--- src/rtl/muldiv_unit_pkg.sv ---
// Shared opcodes, divider state encoding and width helpers for the RV32M/RV64M execute unit.
package muldiv_unit_pkg;

  localparam logic [6:0] F7_MULDIV = 7'b0000001;

  localparam logic [2:0] F3_MUL    = 3'b000;
  localparam logic [2:0] F3_MULH   = 3'b001;
  localparam logic [2:0] F3_MULHSU = 3'b010;
  localparam logic [2:0] F3_MULHU  = 3'b011;
  localparam logic [2:0] F3_DIV    = 3'b100;
  localparam logic [2:0] F3_DIVU   = 3'b101;
  localparam logic [2:0] F3_REM    = 3'b110;
  localparam logic [2:0] F3_REMU   = 3'b111;

  typedef enum logic [1:0] {IDLE, CALC, FIXUP, FAST} div_state_e;

  // Iteration counter width: must hold the value XLEN.
  function automatic int cnt_width(input int xlen);
    return $clog2(xlen + 1);
  endfunction

endpackage

--- src/rtl/muldiv_div_iter.sv ---
// Radix-2 restoring divider with sign fixup and a fast path for special cases.
// Optional MULDIV_ZERO_SKIP_EN sends |op1| < |op2| divides through the fast path.
module muldiv_div_iter
  import muldiv_unit_pkg::*;
#(
  parameter int XLEN  = 32,
  parameter int TAG_W = 5
) (
  input  logic             clk,
  input  logic             reset_n,
  input  logic             flush,
  input  logic             start,
  input  logic [1:0]       op_sel,
  input  logic [XLEN-1:0]  op1,
  input  logic [XLEN-1:0]  op2,
  input  logic [TAG_W-1:0] rd,
  output logic             idle,
  output logic             done,
  output logic [XLEN-1:0]  result,
  output logic [TAG_W-1:0] done_rd
);

  localparam int CNT_W = cnt_width(XLEN);
  localparam logic [XLEN-1:0] MIN_VAL = {1'b1, {(XLEN-1){1'b0}}};

  div_state_e       state, state_nxt;
  logic [CNT_W-1:0] cnt;
  logic [XLEN-1:0]  quo, rem, dvs;
  logic             neg_q, neg_r, is_rem;
  logic [TAG_W-1:0] tag;

  logic            signed_op, s1, s2, div_zero, ovf, skip, fast;
  logic [XLEN-1:0] mag1, mag2, fast_q, fast_r;
  logic [XLEN:0]   r_shift, trial;
  logic            ge;
  logic            load, iter;

  assign signed_op = ~op_sel[0];
  assign s1        = signed_op & op1[XLEN-1];
  assign s2        = signed_op & op2[XLEN-1];
  assign mag1      = s1 ? -op1 : op1;
  assign mag2      = s2 ? -op2 : op2;
  assign div_zero  = (op2 == '0);
  assign ovf       = signed_op && (op1 == MIN_VAL) && (op2 == '1);
`ifdef MULDIV_ZERO_SKIP_EN
  assign skip      = (mag1 < mag2);
`else
  assign skip      = 1'b0;
`endif
  assign fast      = div_zero | ovf | skip;
  assign fast_q    = div_zero ? '1 : (ovf ? MIN_VAL : '0);
  assign fast_r    = ovf ? '0 : op1;

  assign r_shift = {rem, quo[XLEN-1]};
  assign trial   = r_shift - {1'b0, dvs};
  assign ge      = ~trial[XLEN];

  assign idle = (state == IDLE);
  assign load = start & idle;
  assign iter = (state == CALC) && (cnt != '0);

  always_ff @(posedge clk or negedge reset_n) begin
    if (!reset_n) state <= IDLE;
    else          state <= state_nxt;
  end

  always_comb begin
    state_nxt = state;
    done      = 1'b0;
    case (state)
      IDLE:  if (start) state_nxt = fast ? FAST : CALC;
      CALC:  if (cnt == '0) state_nxt = FIXUP;
      FIXUP: begin
        done      = 1'b1;
        state_nxt = IDLE;
      end
      FAST:  if (cnt == '0) begin
        done      = 1'b1;
        state_nxt = IDLE;
      end
      default: state_nxt = IDLE;
    endcase
    if (flush) state_nxt = IDLE;
  end

  // Fast path loads 1 so its result appears one cycle later, matching the CALC->FIXUP handoff.
  always_ff @(posedge clk or negedge reset_n) begin
    if (!reset_n)       cnt <= '0;
    else if (flush)     cnt <= '0;
    else if (load)      cnt <= fast ? CNT_W'(1) : CNT_W'(XLEN);
    else if (cnt != '0) cnt <= cnt - 1'b1;
  end

  always_ff @(posedge clk) begin
    if (load) begin
      quo    <= fast ? fast_q : mag1;
      rem    <= fast ? fast_r : '0;
      dvs    <= mag2;
      neg_q  <= ~fast & (s1 ^ s2);
      neg_r  <= ~fast & s1;
      is_rem <= op_sel[1];
      tag    <= rd;
    end else if (iter) begin
      quo <= {quo[XLEN-2:0], ge};
      rem <= ge ? trial[XLEN-1:0] : r_shift[XLEN-1:0];
    end
  end

  assign result  = is_rem ? (neg_r ? -rem : rem) : (neg_q ? -quo : quo);
  assign done_rd = tag;

endmodule

--- src/rtl/muldiv_unit.sv ---
// RV32M/RV64M execute unit: pipelined multiplier, iterative divider, registered response.
// Build option: define MULDIV_ZERO_SKIP_EN to short-cut divides with |op1| < |op2|.
module muldiv_unit
  import muldiv_unit_pkg::*;
#(
  parameter int XLEN       = 32,
  parameter int MUL_STAGES = 2,
  parameter int TAG_W      = 5
) (
  input  logic             clk,
  input  logic             reset_n,
  input  logic             flush_i,
  input  logic             req_valid_i,
  output logic             req_ready_o,
  input  logic [2:0]       funct3_i,
  input  logic [XLEN-1:0]  op1_i,
  input  logic [XLEN-1:0]  op2_i,
  input  logic [TAG_W-1:0] rd_i,
  output logic             resp_valid_o,
  output logic [XLEN-1:0]  resp_result_o,
  output logic [TAG_W-1:0] resp_rd_o,
  output logic             busy_o
);

  logic [MUL_STAGES-1:0] vld_p;
  logic [XLEN-1:0]       res_p [MUL_STAGES];
  logic [TAG_W-1:0]      rd_p  [MUL_STAGES];

  logic                   accept, mul_accept, div_start;
  logic                   a_sgn, b_sgn;
  logic signed [2*XLEN-1:0] a_ext, b_ext, prod;
  logic [XLEN-1:0]        mul_res;

  logic                   div_idle, div_done;
  logic [XLEN-1:0]        div_result;
  logic [TAG_W-1:0]       div_rd;

  // Divides wait for an empty mul pipe so the two result sources never collide.
  assign req_ready_o = div_idle & ~flush_i & (~funct3_i[2] | ~|vld_p);
  assign accept      = req_valid_i & req_ready_o;
  assign mul_accept  = accept & ~funct3_i[2];
  assign div_start   = accept &  funct3_i[2];

  // Extending to 2*XLEN is equivalent to an XLEN+1 extension for the bits kept.
  assign a_sgn   = (funct3_i == F3_MULH) || (funct3_i == F3_MULHSU);
  assign b_sgn   = (funct3_i == F3_MULH);
  assign a_ext   = {{XLEN{a_sgn & op1_i[XLEN-1]}}, op1_i};
  assign b_ext   = {{XLEN{b_sgn & op2_i[XLEN-1]}}, op2_i};
  assign prod    = a_ext * b_ext;
  assign mul_res = (funct3_i == F3_MUL) ? prod[XLEN-1:0] : prod[2*XLEN-1:XLEN];

  // Stage p0 captures the product; later stages only delay it, leaving room for retiming.
  always_ff @(posedge clk or negedge reset_n) begin
    if (!reset_n) vld_p <= '0;
    else if (flush_i) vld_p <= '0;
    else begin
      vld_p[0] <= mul_accept;
      for (int k = 1; k < MUL_STAGES; k++) vld_p[k] <= vld_p[k-1];
    end
  end

  always_ff @(posedge clk) begin
    res_p[0] <= mul_res;
    rd_p[0]  <= rd_i;
    for (int k = 1; k < MUL_STAGES; k++) begin
      res_p[k] <= res_p[k-1];
      rd_p[k]  <= rd_p[k-1];
    end
  end

  muldiv_div_iter #(
    .XLEN  (XLEN),
    .TAG_W (TAG_W)
  ) u_div (
    .clk     (clk),
    .reset_n (reset_n),
    .flush   (flush_i),
    .start   (div_start),
    .op_sel  (funct3_i[1:0]),
    .op1     (op1_i),
    .op2     (op2_i),
    .rd      (rd_i),
    .idle    (div_idle),
    .done    (div_done),
    .result  (div_result),
    .done_rd (div_rd)
  );

  // Response register: result and tag hold between pulses.
  always_ff @(posedge clk or negedge reset_n) begin
    if (!reset_n) begin
      resp_valid_o  <= 1'b0;
      resp_result_o <= '0;
      resp_rd_o     <= '0;
    end else begin
      resp_valid_o <= 1'b0;
      if (!flush_i) begin
        if (vld_p[MUL_STAGES-1]) begin
          resp_valid_o  <= 1'b1;
          resp_result_o <= res_p[MUL_STAGES-1];
          resp_rd_o     <= rd_p[MUL_STAGES-1];
        end else if (div_done) begin
          resp_valid_o  <= 1'b1;
          resp_result_o <= div_result;
          resp_rd_o     <= div_rd;
        end
      end
    end
  end

  assign busy_o = (|vld_p) | ~div_idle;

endmodule

--- config.mk ---
export PLATFORM = sky130hd
export DESIGN_NAME = muldiv_unit
export DESIGN_NICKNAME = d
export VERILOG_FILES = /design/src/rtl/muldiv_unit_pkg.sv /design/src/rtl/muldiv_div_iter.sv /design/src/rtl/muldiv_unit.sv
export SDC_FILE = /design/constraint.sdc
export NUM_CORES = 2
export LEC_CHECK = 0
export BUFFER_PORTS_ARGS = -buffer_cell sky130_fd_sc_hd__buf_2
export CORE_AREA = 2 2 295 297
export DETAILED_ROUTE_END_ITERATION = 8
export DIE_AREA = 0 0 297 299
export PLACE_DENSITY = 0.76
export SLEW_MARGIN = 0
export SYNTH_ARGS = -nofsm -noshare
export SYNTH_HDL_FRONTEND = slang
export SYNTH_SLANG_ARGS = --single-unit
--- constraint.sdc ---
create_clock -name clk -period 13.1 [get_ports clk]
set_input_delay 1.31 -clock clk [delete_from_list [all_inputs] [get_ports clk]]
set_output_delay 1.31 -clock clk [all_outputs]
set_load 0.02 [all_outputs]
==> summary.log <==
qor: yosys.post_synthesis_mean_instance_area 8.94 sq um
qor: detailed_routing.via_count 38857
qor: flow_run.max_cap_viol_count 0
qor: critical_path.reg2reg_setup_slack 8.45 ns
qor: yosys.synth_cell_types 72
qor: sta.period_minus_slack 10.43 ns
qor: cells_and_area.final_common_cell inv_1
qor: detailed_routing.drt-wirelength-per-cell 21.2 microns
qor: cells_and_area.finish.instance_area 0.0529 sq mm
qor: cts.max-clock-path-buffers 3
qor: cts.post_cts.repair.setup_buffers 0
qor: critical_path.crit_path_frequent_cell fa_1
qor: detailed_routing.drt_pass1_iterations 6
qor: yosys.synth_seq_area_share 11.4%
qor: min_path.hold_path.class reg2reg
qor: yosys.synth_enable_flop_cells 104
qor: cts.clockRootBuffer clkbuf_16
qor: grt.globalRoute.totalOverflow 0
qor: critical_path.critical_path_peak_fanout 21
qor: die.start_util 59.2%
qor: detailed_routing.via_per_inst 5.78
qor: sta.rsz0062_at_grt no
qor: grt.grt_max_degree 76
qor: cells_and_area.drive_above_1_share 4.60%
qor: cts.cts.repair.resized 0
qor: yosys.syn_area 0.0509 sq mm
qor: detailed_routing.drtIter0Drc 3031
qor: die.floorplan.die_area 0.0888 sq mm
qor: status.run_status finished clean
qor: grt.grt_first_pass_wirelength 228000 microns
qor: sta.min_period_over_period 79.6%
qor: die.floorplan.die.width 297 microns
qor: critical_path.cpPeakStageDelay 0.73 ns
qor: critical_path.cp_top_family adder cells
qor: critical_path.cp.buffers_inverters 8
qor: die.floorplan.io_pins 116
qor: cts.cts_max_level 1
qor: placed_design.gpl.final_weighted_congestion 0.962
qor: die.floorplan.die.height 299 microns
qor: placed_design.place.detailed.hpwl 107000 microns
qor: detailed_routing.wl 143000 microns
qor: sta.relSlewSlack 22.3%
qor: critical_path.timing.critical_path.arrival 10.82 ns
qor: grt.grt_antenna_before_repair 3
qor: sta.final-hold-violation-count 0
qor: critical_path.start_kind input port
qor: critical_path.timing.setup.critical_path_class in2reg
qor: cells_and_area.areaGrowthSynthToFinish 4.07%
qor: sta.timing.fmax 95.9 MHz
qor: cts.cts_made_buffers 23
qor: yosys.yosys_most_used_dff edfxtp_1
qor: critical_path.setup.worst_path.end_class flip-flop
qor: critical_path.worst-endpoint-required 13.49 ns
qor: sta.maxSlewViolCount 0
qor: detailed_routing.residual_drc_count 0
qor: placed_design.io_buffer_count 115
qor: yosys.postSynth.asyncResetShare 21.2%
qor: sta.setup-tns-final 0 ns
qor: critical_path.critPathSlowestCell fa_1
qor: grt.total_track_usage 33.0%
qor: cts.tritoncts_num_sinks 226
qor: cells_and_area.fillerInstances 7366
qor: die.placeableCoreArea 0.0859 sq mm
qor: cells_and_area.design.final.nets 7002
qor: cts.cts-hold-fix-buffers 0
qor: die.fp-row-count 108
qor: cts.cts.clk_slew.worst_paths 0.06 ns
qor: detailed_routing.ant_nets 0
qor: yosys.synth.yosys.warnings 0
qor: yosys.post_synth_inst_count 5689
qor: cts.cts_tree done
qor: yosys.synth.net_count 7142
qor: cts.worst_skew_pair.late_latency 0.52 ns
qor: sta.timing.final.setup_violations 0
qor: cells_and_area.mostFrequentLayoutCells inv_1 (1227), fa_1 (1126), nand2_1 (957)
qor: sta.skew_final 0.0108 ns
qor: grt.number_of_global_route_vias_before_repair 41282
qor: yosys.yosys_register_bits 226
qor: placed_design.postPlaceCellArea 0.0521 sq mm
qor: sta.worst-slew-pin-transition 1.17 ns
==> Yosys cell counts (6+ instances only) <==
cell type	instances	area [sq um]
a21oi_1	181	906
nand2b_1	21	131
nor3_1	37	185
inv_1	1228	4610
fa_1	1126	22500
buf_1	72	270
or4_1	15	113
nor2b_1	15	93.8
nor4_1	13	81.3
buf_2	6	30.0
nor3b_1	6	45.0
xor2_1	95	832
a211oi_1	39	293
nand4_1	24	150
nand2_1	957	3590
nor2_1	170	638
a2111oi_0	6	52.6
o21bai_1	12	90.1
o21a_1	8	60.1
a31oi_1	21	131
and4_1	6	52.6
dfrtp_1	48	1200
o21ai_0	139	696
and3_1	22	138
mux2i_1	19	190
o21ai_1	64	320
ha_1	251	3140
o41ai_1	13	114
nand3_1	20	100
a21o_1	61	458
and2_1	304	1900
or3_1	10	62.6
edfxtp_1	104	3120
clkbuf_1	268	1010
or2_2	9	56.3
dfxtp_1	74	1480
o31ai_1	26	195
xnor2_1	125	1090
==> state kept, by name, indices dropped and copies added (netlist names), 6 cells and up <==
signal	flops
rd_p	10
u_div.rem	32
u_div.dvs	32
res_p	64
u_div.quo	32
u_div.cnt	6
resp_result_o	32
==> layer usage <==
metal	track usage (%)	share of wire, %	up-vias
li1	-	-	16738
met5	0	0	-
met4	13.6	4.9	0
met2	53.3	47	2003
met1	44.3	38	19711
met3	6.17	10	405
==> area by class of cell <==
type	count	area, sq um	share of cell area (%)
Tap cell	1155	1450	2.73
Sequential cell	226	5810	11.0
Antenna cell	1	2.50	0.00473
Inverter	1228	4610	8.71
Timing Repair Buffer	184	1090	2.07
Clock buffer	30	696	1.31
Clock inverter	11	103	0.194
Multi-Input combinational cell	3886	39200	74.0
==> kinds of logic after synthesis <==
| kind of cell | share of synthesized area, % |
|---|---|
| and+or+nand+nor | 14.8 |
| buffers and inverters | 11.7 |
| adders and majority gates | 50.5 |
| AOI/OAI and AO/OA | 7.43 |
| DFF | 11.4 |
| xor gates and xnor gates | 3.79 |
| muxes | 0.374 |
==> path summary, 6_finish.rpt <==
check                                              from                       end  cells after the start
worst max-delay path                        funct3_i[0]      res_p[0][29]$_DFF_P_                     32
worst min-delay path                res_p[0][6]$_DFF_P_      res_p[0][38]$_DFF_P_                      0
worst max register to register  u_div.quo[31]$_DFFE_PP_    u_div.quo[0]$_DFFE_PP_                     14
worst min register to register      res_p[0][6]$_DFF_P_      res_p[0][38]$_DFF_P_                      0
max in group asynchronous                       reset_n        vld_p[1]$_DFF_PN0_                      2
min in group asynchronous                       reset_n  resp_rd_o[2]$_DFFE_PN0P_                      1
==> metrics by stage <==
step                util, %  cells  hold WS (ns)  setup slack (ns)
global placement       60.7   6679         0.310              2.48
detailed placement     60.7   6679         0.312              2.18
CTS                    61.6   6720         0.326              2.71
global route           61.6   6720         0.329              2.02
finish                 61.6   6721         0.323              2.67
floorplan                 -   5689         0.310              3.11
==> worst reg2reg max path, delay by kind of cell, from the launching register on <==
family / cells / cell delay [ns]
adders and majority gates: 2 / 0.37
buffers and inverters: 2 / 0.61
xor gates and xnor gates: 1 / 0.16
and+or+nand+nor: 2 / 0.44
AOI/OAI and AO/OA: 7 / 2.27
DFF: 1 / 0.53
Power is left out: the tool's default activity adds up to more than one toggle a clock period on the data nets, which glitch-free logic cannot reach.
